===== src/rtl/wb_stage.sv =====
// Purpose: RV32 writeback stage; load extraction/extension, register file write, retire/exception pulses.
// Latency: non-load 1 cycle to write; load 1 cycle after dmem_rvalid_i (min 2 cycles handshake-to-accept).
// Backpressure: mem_ready_o=1 only in IDLE; deasserted while a load waits for dmem_rvalid_i.
//
// Ports: clk_i/rst_ni (async active-low); mem_* from MEM stage (valid/ready);
//        dmem_rvalid_i/dmem_rdata_i load return; write_reg_addr/write_reg_data/wen to the
//        register file; retire_o/load_exc_o single-cycle pulses; instret_o retire count.
// Option: define WB_INSTRET_EN to build the 64-bit instret counter (otherwise tied to 0).
module wb_stage #(
    parameter int XLEN = 32
) (
    input  logic            clk_i,
    input  logic            rst_ni,
    input  logic            mem_valid_i,
    output logic            mem_ready_o,
    input  logic [4:0]      mem_rd_i,
    input  logic            mem_reg_write_i,
    input  logic            mem_is_load_i,
    input  logic [2:0]      mem_funct3_i,
    input  logic [1:0]      mem_addr_lo_i,
    input  logic [XLEN-1:0] mem_result_i,
    input  logic            dmem_rvalid_i,
    input  logic [XLEN-1:0] dmem_rdata_i,
    output logic [4:0]      write_reg_addr,
    output logic [XLEN-1:0] write_reg_data,
    output logic            wen,
    output logic            retire_o,
    output logic            load_exc_o,
    output logic [63:0]     instret_o
);

    typedef enum logic {IDLE, WAIT_LOAD} state_t;

    state_t          state_q, state_d;
    logic [4:0]      rd_q, rd_d;
    logic [2:0]      funct3_q, funct3_d;
    logic [1:0]      addr_lo_q, addr_lo_d;
    logic            reg_write_q, reg_write_d;
    logic [4:0]      waddr_q, waddr_d;
    logic [XLEN-1:0] wdata_q, wdata_d;
    logic            wen_q, wen_d;
    logic            retire_q, retire_d;
    logic            exc_q, exc_d;

    logic            load_bad;
    logic [7:0]      sel_byte;
    logic [15:0]     sel_half;
    logic [XLEN-1:0] load_val;

    assign mem_ready_o = (state_q == IDLE);

    // Illegal width codes (011, 110, 111) and misaligned halfword/word accesses
    // are rejected at the handshake so no memory response is ever awaited.
    always_comb begin
        load_bad = 1'b0;
        unique case (mem_funct3_i)
            3'b000, 3'b100: load_bad = 1'b0;
            3'b001, 3'b101: load_bad = mem_addr_lo_i[0];
            3'b010:         load_bad = (mem_addr_lo_i != 2'b00);
            default:        load_bad = 1'b1;
        endcase
    end

    // Extraction uses the offset and width captured at the handshake.
    always_comb begin
        sel_byte = 8'h00;
        unique case (addr_lo_q)
            2'd0: sel_byte = dmem_rdata_i[7:0];
            2'd1: sel_byte = dmem_rdata_i[15:8];
            2'd2: sel_byte = dmem_rdata_i[23:16];
            2'd3: sel_byte = dmem_rdata_i[31:24];
        endcase
        sel_half = addr_lo_q[1] ? dmem_rdata_i[31:16] : dmem_rdata_i[15:0];
        load_val = dmem_rdata_i;
        unique case (funct3_q)
            3'b000:  load_val = {{24{sel_byte[7]}}, sel_byte};
            3'b001:  load_val = {{16{sel_half[15]}}, sel_half};
            3'b100:  load_val = {24'h000000, sel_byte};
            3'b101:  load_val = {16'h0000, sel_half};
            default: load_val = dmem_rdata_i;
        endcase
    end

    always_comb begin
        state_d     = state_q;
        rd_d        = rd_q;
        funct3_d    = funct3_q;
        addr_lo_d   = addr_lo_q;
        reg_write_d = reg_write_q;
        waddr_d     = waddr_q;
        wdata_d     = wdata_q;
        wen_d       = 1'b0;
        retire_d    = 1'b0;
        exc_d       = 1'b0;
        unique case (state_q)
            IDLE: begin
                if (mem_valid_i) begin
                    if (!mem_is_load_i) begin
                        waddr_d  = mem_rd_i;
                        wdata_d  = mem_result_i;
                        wen_d    = mem_reg_write_i && (mem_rd_i != 5'd0);
                        retire_d = 1'b1;
                    end else if (load_bad) begin
                        exc_d = 1'b1;
                    end else begin
                        rd_d        = mem_rd_i;
                        funct3_d    = mem_funct3_i;
                        addr_lo_d   = mem_addr_lo_i;
                        reg_write_d = mem_reg_write_i;
                        state_d     = WAIT_LOAD;
                    end
                end
            end
            WAIT_LOAD: begin
                if (dmem_rvalid_i) begin
                    waddr_d  = rd_q;
                    wdata_d  = load_val;
                    wen_d    = reg_write_q && (rd_q != 5'd0);
                    retire_d = 1'b1;
                    state_d  = IDLE;
                end
            end
            default: state_d = IDLE;
        endcase
    end

    always_ff @(posedge clk_i or negedge rst_ni) begin
        if (!rst_ni) begin
            state_q     <= IDLE;
            rd_q        <= '0;
            funct3_q    <= '0;
            addr_lo_q   <= '0;
            reg_write_q <= 1'b0;
            waddr_q     <= '0;
            wdata_q     <= '0;
            wen_q       <= 1'b0;
            retire_q    <= 1'b0;
            exc_q       <= 1'b0;
        end else begin
            state_q     <= state_d;
            rd_q        <= rd_d;
            funct3_q    <= funct3_d;
            addr_lo_q   <= addr_lo_d;
            reg_write_q <= reg_write_d;
            waddr_q     <= waddr_d;
            wdata_q     <= wdata_d;
            wen_q       <= wen_d;
            retire_q    <= retire_d;
            exc_q       <= exc_d;
        end
    end

    assign write_reg_addr = waddr_q;
    assign write_reg_data = wdata_q;
    assign wen            = wen_q;
    assign retire_o       = retire_q;
    assign load_exc_o     = exc_q;

`ifdef WB_INSTRET_EN
    logic [63:0] instret_q, instret_d;

    // Counts the registered retire pulse, so the count trails retire_o by one cycle.
    always_comb begin
        instret_d = instret_q;
        if (retire_q) instret_d = instret_q + 64'd1;
    end

    always_ff @(posedge clk_i or negedge rst_ni) begin
        if (!rst_ni) instret_q <= '0;
        else         instret_q <= instret_d;
    end

    assign instret_o = instret_q;
`else
    assign instret_o = 64'd0;
`endif

endmodule


===== config.mk =====
export PLATFORM = sky130hd
export DESIGN_NAME = wb_stage
export DESIGN_NICKNAME = d
export VERILOG_FILES = /design/src/rtl/wb_stage.sv
export SDC_FILE = /design/constraint.sdc
export NUM_CORES = 1
export LEC_CHECK = 0
export CAP_MARGIN = 5
export CORE_ASPECT_RATIO = 0.6
export CORE_UTILIZATION = 42
export CTS_CLUSTER_DIAMETER = 100
export DETAILED_ROUTE_END_ITERATION = 8
export PLACE_DENSITY = 0.9
export SYNTH_ARGS = -nofsm -noshare
export SYNTH_HDL_FRONTEND = slang
export SYNTH_SLANG_ARGS = --single-unit

===== constraint.sdc =====
create_clock -name clk_i -period 4.33 [get_ports clk_i]
set_clock_uncertainty 0.1 [all_clocks]
set_input_delay 1.0825 -clock clk_i [delete_from_list [all_inputs] [get_ports clk_i]]
set_output_delay 1.0825 -clock clk_i [all_outputs]
set_load 0.005 [all_outputs]

==> metrics.md <==
| Metric | Value |
|---|---|
| Mean area per synthesized cell | `8.890 µm²` |
| Period utilization | `0.7368` |
| CP Cell Sequence | `inv_1, clkdlybuf4s50_1` |
| Hold_buf cts | `0` |
| Count of final hold-check violations | `0` |
| Max_cap viols | `0` |
| Gr usage total | `0.2352` |
| CTS Buffer Depth | `2` |
| Number of synthesized flops with an enable pin | `0` |
| Status | `finished clean` |
| Crit path buf inv count | `2` |
| Pwr Density | `411.4 mW/mm²` |
| Proportion of netlist area held by the largest area contributor | `0.3956` |
| Final Non-Filler Cells | `584` |
| Combinational power share | `0.371` |
| Initial antenna violation count | `0` |
| Die Ht | `70.55 µm` |
| Area of placed instances | `0.004300 mm²` |
| Clock latency at the later pin of the worst-skew pair | `0.29 ns` |
| Top cells by area, synth | `dfrtp_1, buf_4, o21ai_0` |
| Commonest cells post-synth | `buf_4, dfrtp_1, nor2_1` |
| Critical path arrival | `2.01 ns` |
| Nets | `559` |
| Vias/cell | `5.115` |
| H-Tree Depth | `2` |
| Starting Density | `0.4435` |
| Max frequency | `313.5 MHz` |
| Cell leakage power | `1.848 nW` |
| Synth area leader | `dfrtp_1` |
| Final Util | `0.6024` |
| Slew Viols, Final | `0` |
| DRC Markers | `0` |
| Post-Syn Area | `0.003289 mm²` |
| Reg2Reg Setup Slack | `1.38 ns` |
| Setup Fix Bufs, Post-CTS | `0` |
| Total internal power | `1.228 mW` |
| Largest net degree at the start of global routing | `53` |
| # setup viols final | `0` |
| Cells after Synth | `370` |
| Detailed Routing Iterations Pass 1 | `5` |
| Seq cells post-synth | `52` |
| Layout area overhead | `35.83%` |
| Placed cells | `575` |
| Post-route cell area | `0.004468 mm²` |
| Initial drt markers | `333` |
| Fin crit period | `3.190 ns` |
| DRT Wirelength | `9577 µm` |
| Num rows | `24` |
| Final ANT Viol Nets | `0` |
| Seq pwr share | `0.408` |
| Clk sink count | `52` |
| Vias in the first global route | `2835` |
| Layout cells sized above 1 | `0.06875` |
| Worst-path clk slew | `0.07 ns` |
| Grt total ovfl | `0` |
| Crit path max-delay family | `flip-flops` |
| Max VDD drop | `220.6 µV` |
| Nature of the critical path endpoint | `output pin` |
| CP Data Required Time | `3.15 ns` |
| I/O pins | `185` |
| Post-cts resize count | `0` |
| First-pass GRT wire length | `14810 µm` |
| Diode count | `0` |
| Core area | `0.007417 mm²` |
| Top_reg_cell synth | `dfrtp_1` |
| Clock root buffer | `clkbuf_16` |
| Relative slew slack | `0.2282` |
| Die X | `116.3 µm` |
| Vias after detailed routing | `2987` |
| DP HPWL | `7428 µm` |
| Synth unique cells | `37` |
| Clock power share | `0.221` |
| Crit start category | `flop` |
| Num CTS Buffers | `5` |
| Hold WC Path Type | `reg2reg` |
| Die area | `0.008201 mm²` |
| Yosys warnings | `0` |
| Crit-path slowest cell | `dfrtp_1` |
| Sw Share | `0.3322` |
| Port buffer count | `120` |
| Seq/Total Area, Yosys | `0.3956` |
| Crit Path Class | `reg2out` |
| Slowest stage delay, CP | `1.09 ns` |
| Async set-reset flop share out of synthesis | `1.000` |
| Routability cong. | `0.8363` |
| Routed len/inst | `16.40 µm` |
| Crit path max fanout | `30` |
| Setup TNS | `0 ns` |
| Hold WS | `0.3871 ns` |
| Worst slew pin tran | `1.158 ns` |
| Sw Pwr | `0.6107 mW` |
| RSZ-0062 raised after global routing | `false` |
| Most frequent cell after synthesis | `buf_4` |
| CTS tree | `yes` |
==> cell families after synthesis <==
group	Yosys count	share of synthesized area
AND/OR/NAND/NOR	106	0.1582
AO/OA/AOI/OAI	101	0.1932
buffers and inverters	89	0.1792
flip-flops	52	0.3956
multiplexers	21	0.07265
other	1	0.001140
==> registers in the layout, summed over array words and instances, names as in the netlist <==
| signal | flops |
|---|---|
| write_reg_addr | 5 |
| wen | 1 |
| retire_o | 1 |
| addr_lo_q | 2 |
| rd_q | 5 |
| funct3_q | 3 |
| write_reg_data | 32 |
| reg_write_q | 1 |
| state_q | 1 |
| load_exc_o | 1 |
==> worst paths after layout <==
check	start	endpoint	cells after the start
worst min register to register	write_reg_addr[4]	write_reg_addr[4]	2
worst min-delay path	write_reg_addr[4]	write_reg_addr[4]	2
worst max register to register	state_q	write_reg_data[28]	3
max in group asynchronous	rst_ni	write_reg_data[28]	2
worst max-delay path	state_q	mem_ready_o	2
min in group asynchronous	rst_ni	write_reg_data[10]	1
==> power by group through the flow <==
| stage | logic [mW] | clock network (mW) | registers, mW |
|---|---|---|---|
| after global placement | 0.654 | 0 | 0.749 |
| after CTS | 0.678 | 0.411 | 0.748 |
| after global routing | 0.749 | 0.428 | 0.769 |
| after detailed placement | 0.676 | 0 | 0.756 |
| final | 0.682 | 0.407 | 0.749 |
| after floorplan | 0.376 | 0 | 0.706 |
==> layout make-up <==
| class | count | area, µm² |
|---|---|---|
| Clock buffer | 5 | 125.1 |
| Fill cell | 643 | 2949 |
| Multi-Input combinational cell | 292 | 1635 |
| Tap cell | 104 | 130.1 |
| Timing Repair Buffer | 124 | 1239 |
| Sequential cell | 52 | 1301 |
| Inverter | 4 | 15.01 |
| Clock inverter | 3 | 22.52 |
==> through the flow <==
stage	setup WS [ns]	power, mW
2_1_floorplan	1.875	1.082
3_3_place_gp	1.129	1.403
3_5_place_dp	1.051	1.432
4_1_cts	1.131	1.837
5_1_grt	0.9717	1.946
6_report	1.140	1.838
==> routing by layer <==
metal	wire (µm)	GRT usage	part of all wire	up-vias
li1	-	-	-	1395
met4	41	0.02564	0.0043	0
met1	4227	0.3302	0.44	1446
met3	853	0.06341	0.089	6
met2	4455	0.3761	0.47	140
met5	0	0	0	-
==> tightest hold or removal path: stages, from the launching register on <==
cell	delay, ns
dfrtp_1	0.35
nand2_1	0.05
o21ai_0	0.06
==> layout by cell type (no fill, tap or decap), types with 6 or more instances in the layout <==
| master | count |
|---|---|
| a21oi_1 | 26 |
| nand2_1 | 24 |
| or3_1 | 7 |
| mux2i_1 | 7 |
| nor2_1 | 34 |
| nor2b_1 | 9 |
| o221ai_1 | 7 |
| o21ai_0 | 30 |
| mux2_2 | 13 |
| clkdlybuf4s50_1 | 119 |
| conb_1 | 64 |
| a211oi_1 | 16 |
| nor3_1 | 17 |
| dfrtp_1 | 52 |
| o22ai_1 | 9 |
| a22oi_1 | 6 |
(Power assumes the default switching activity.)
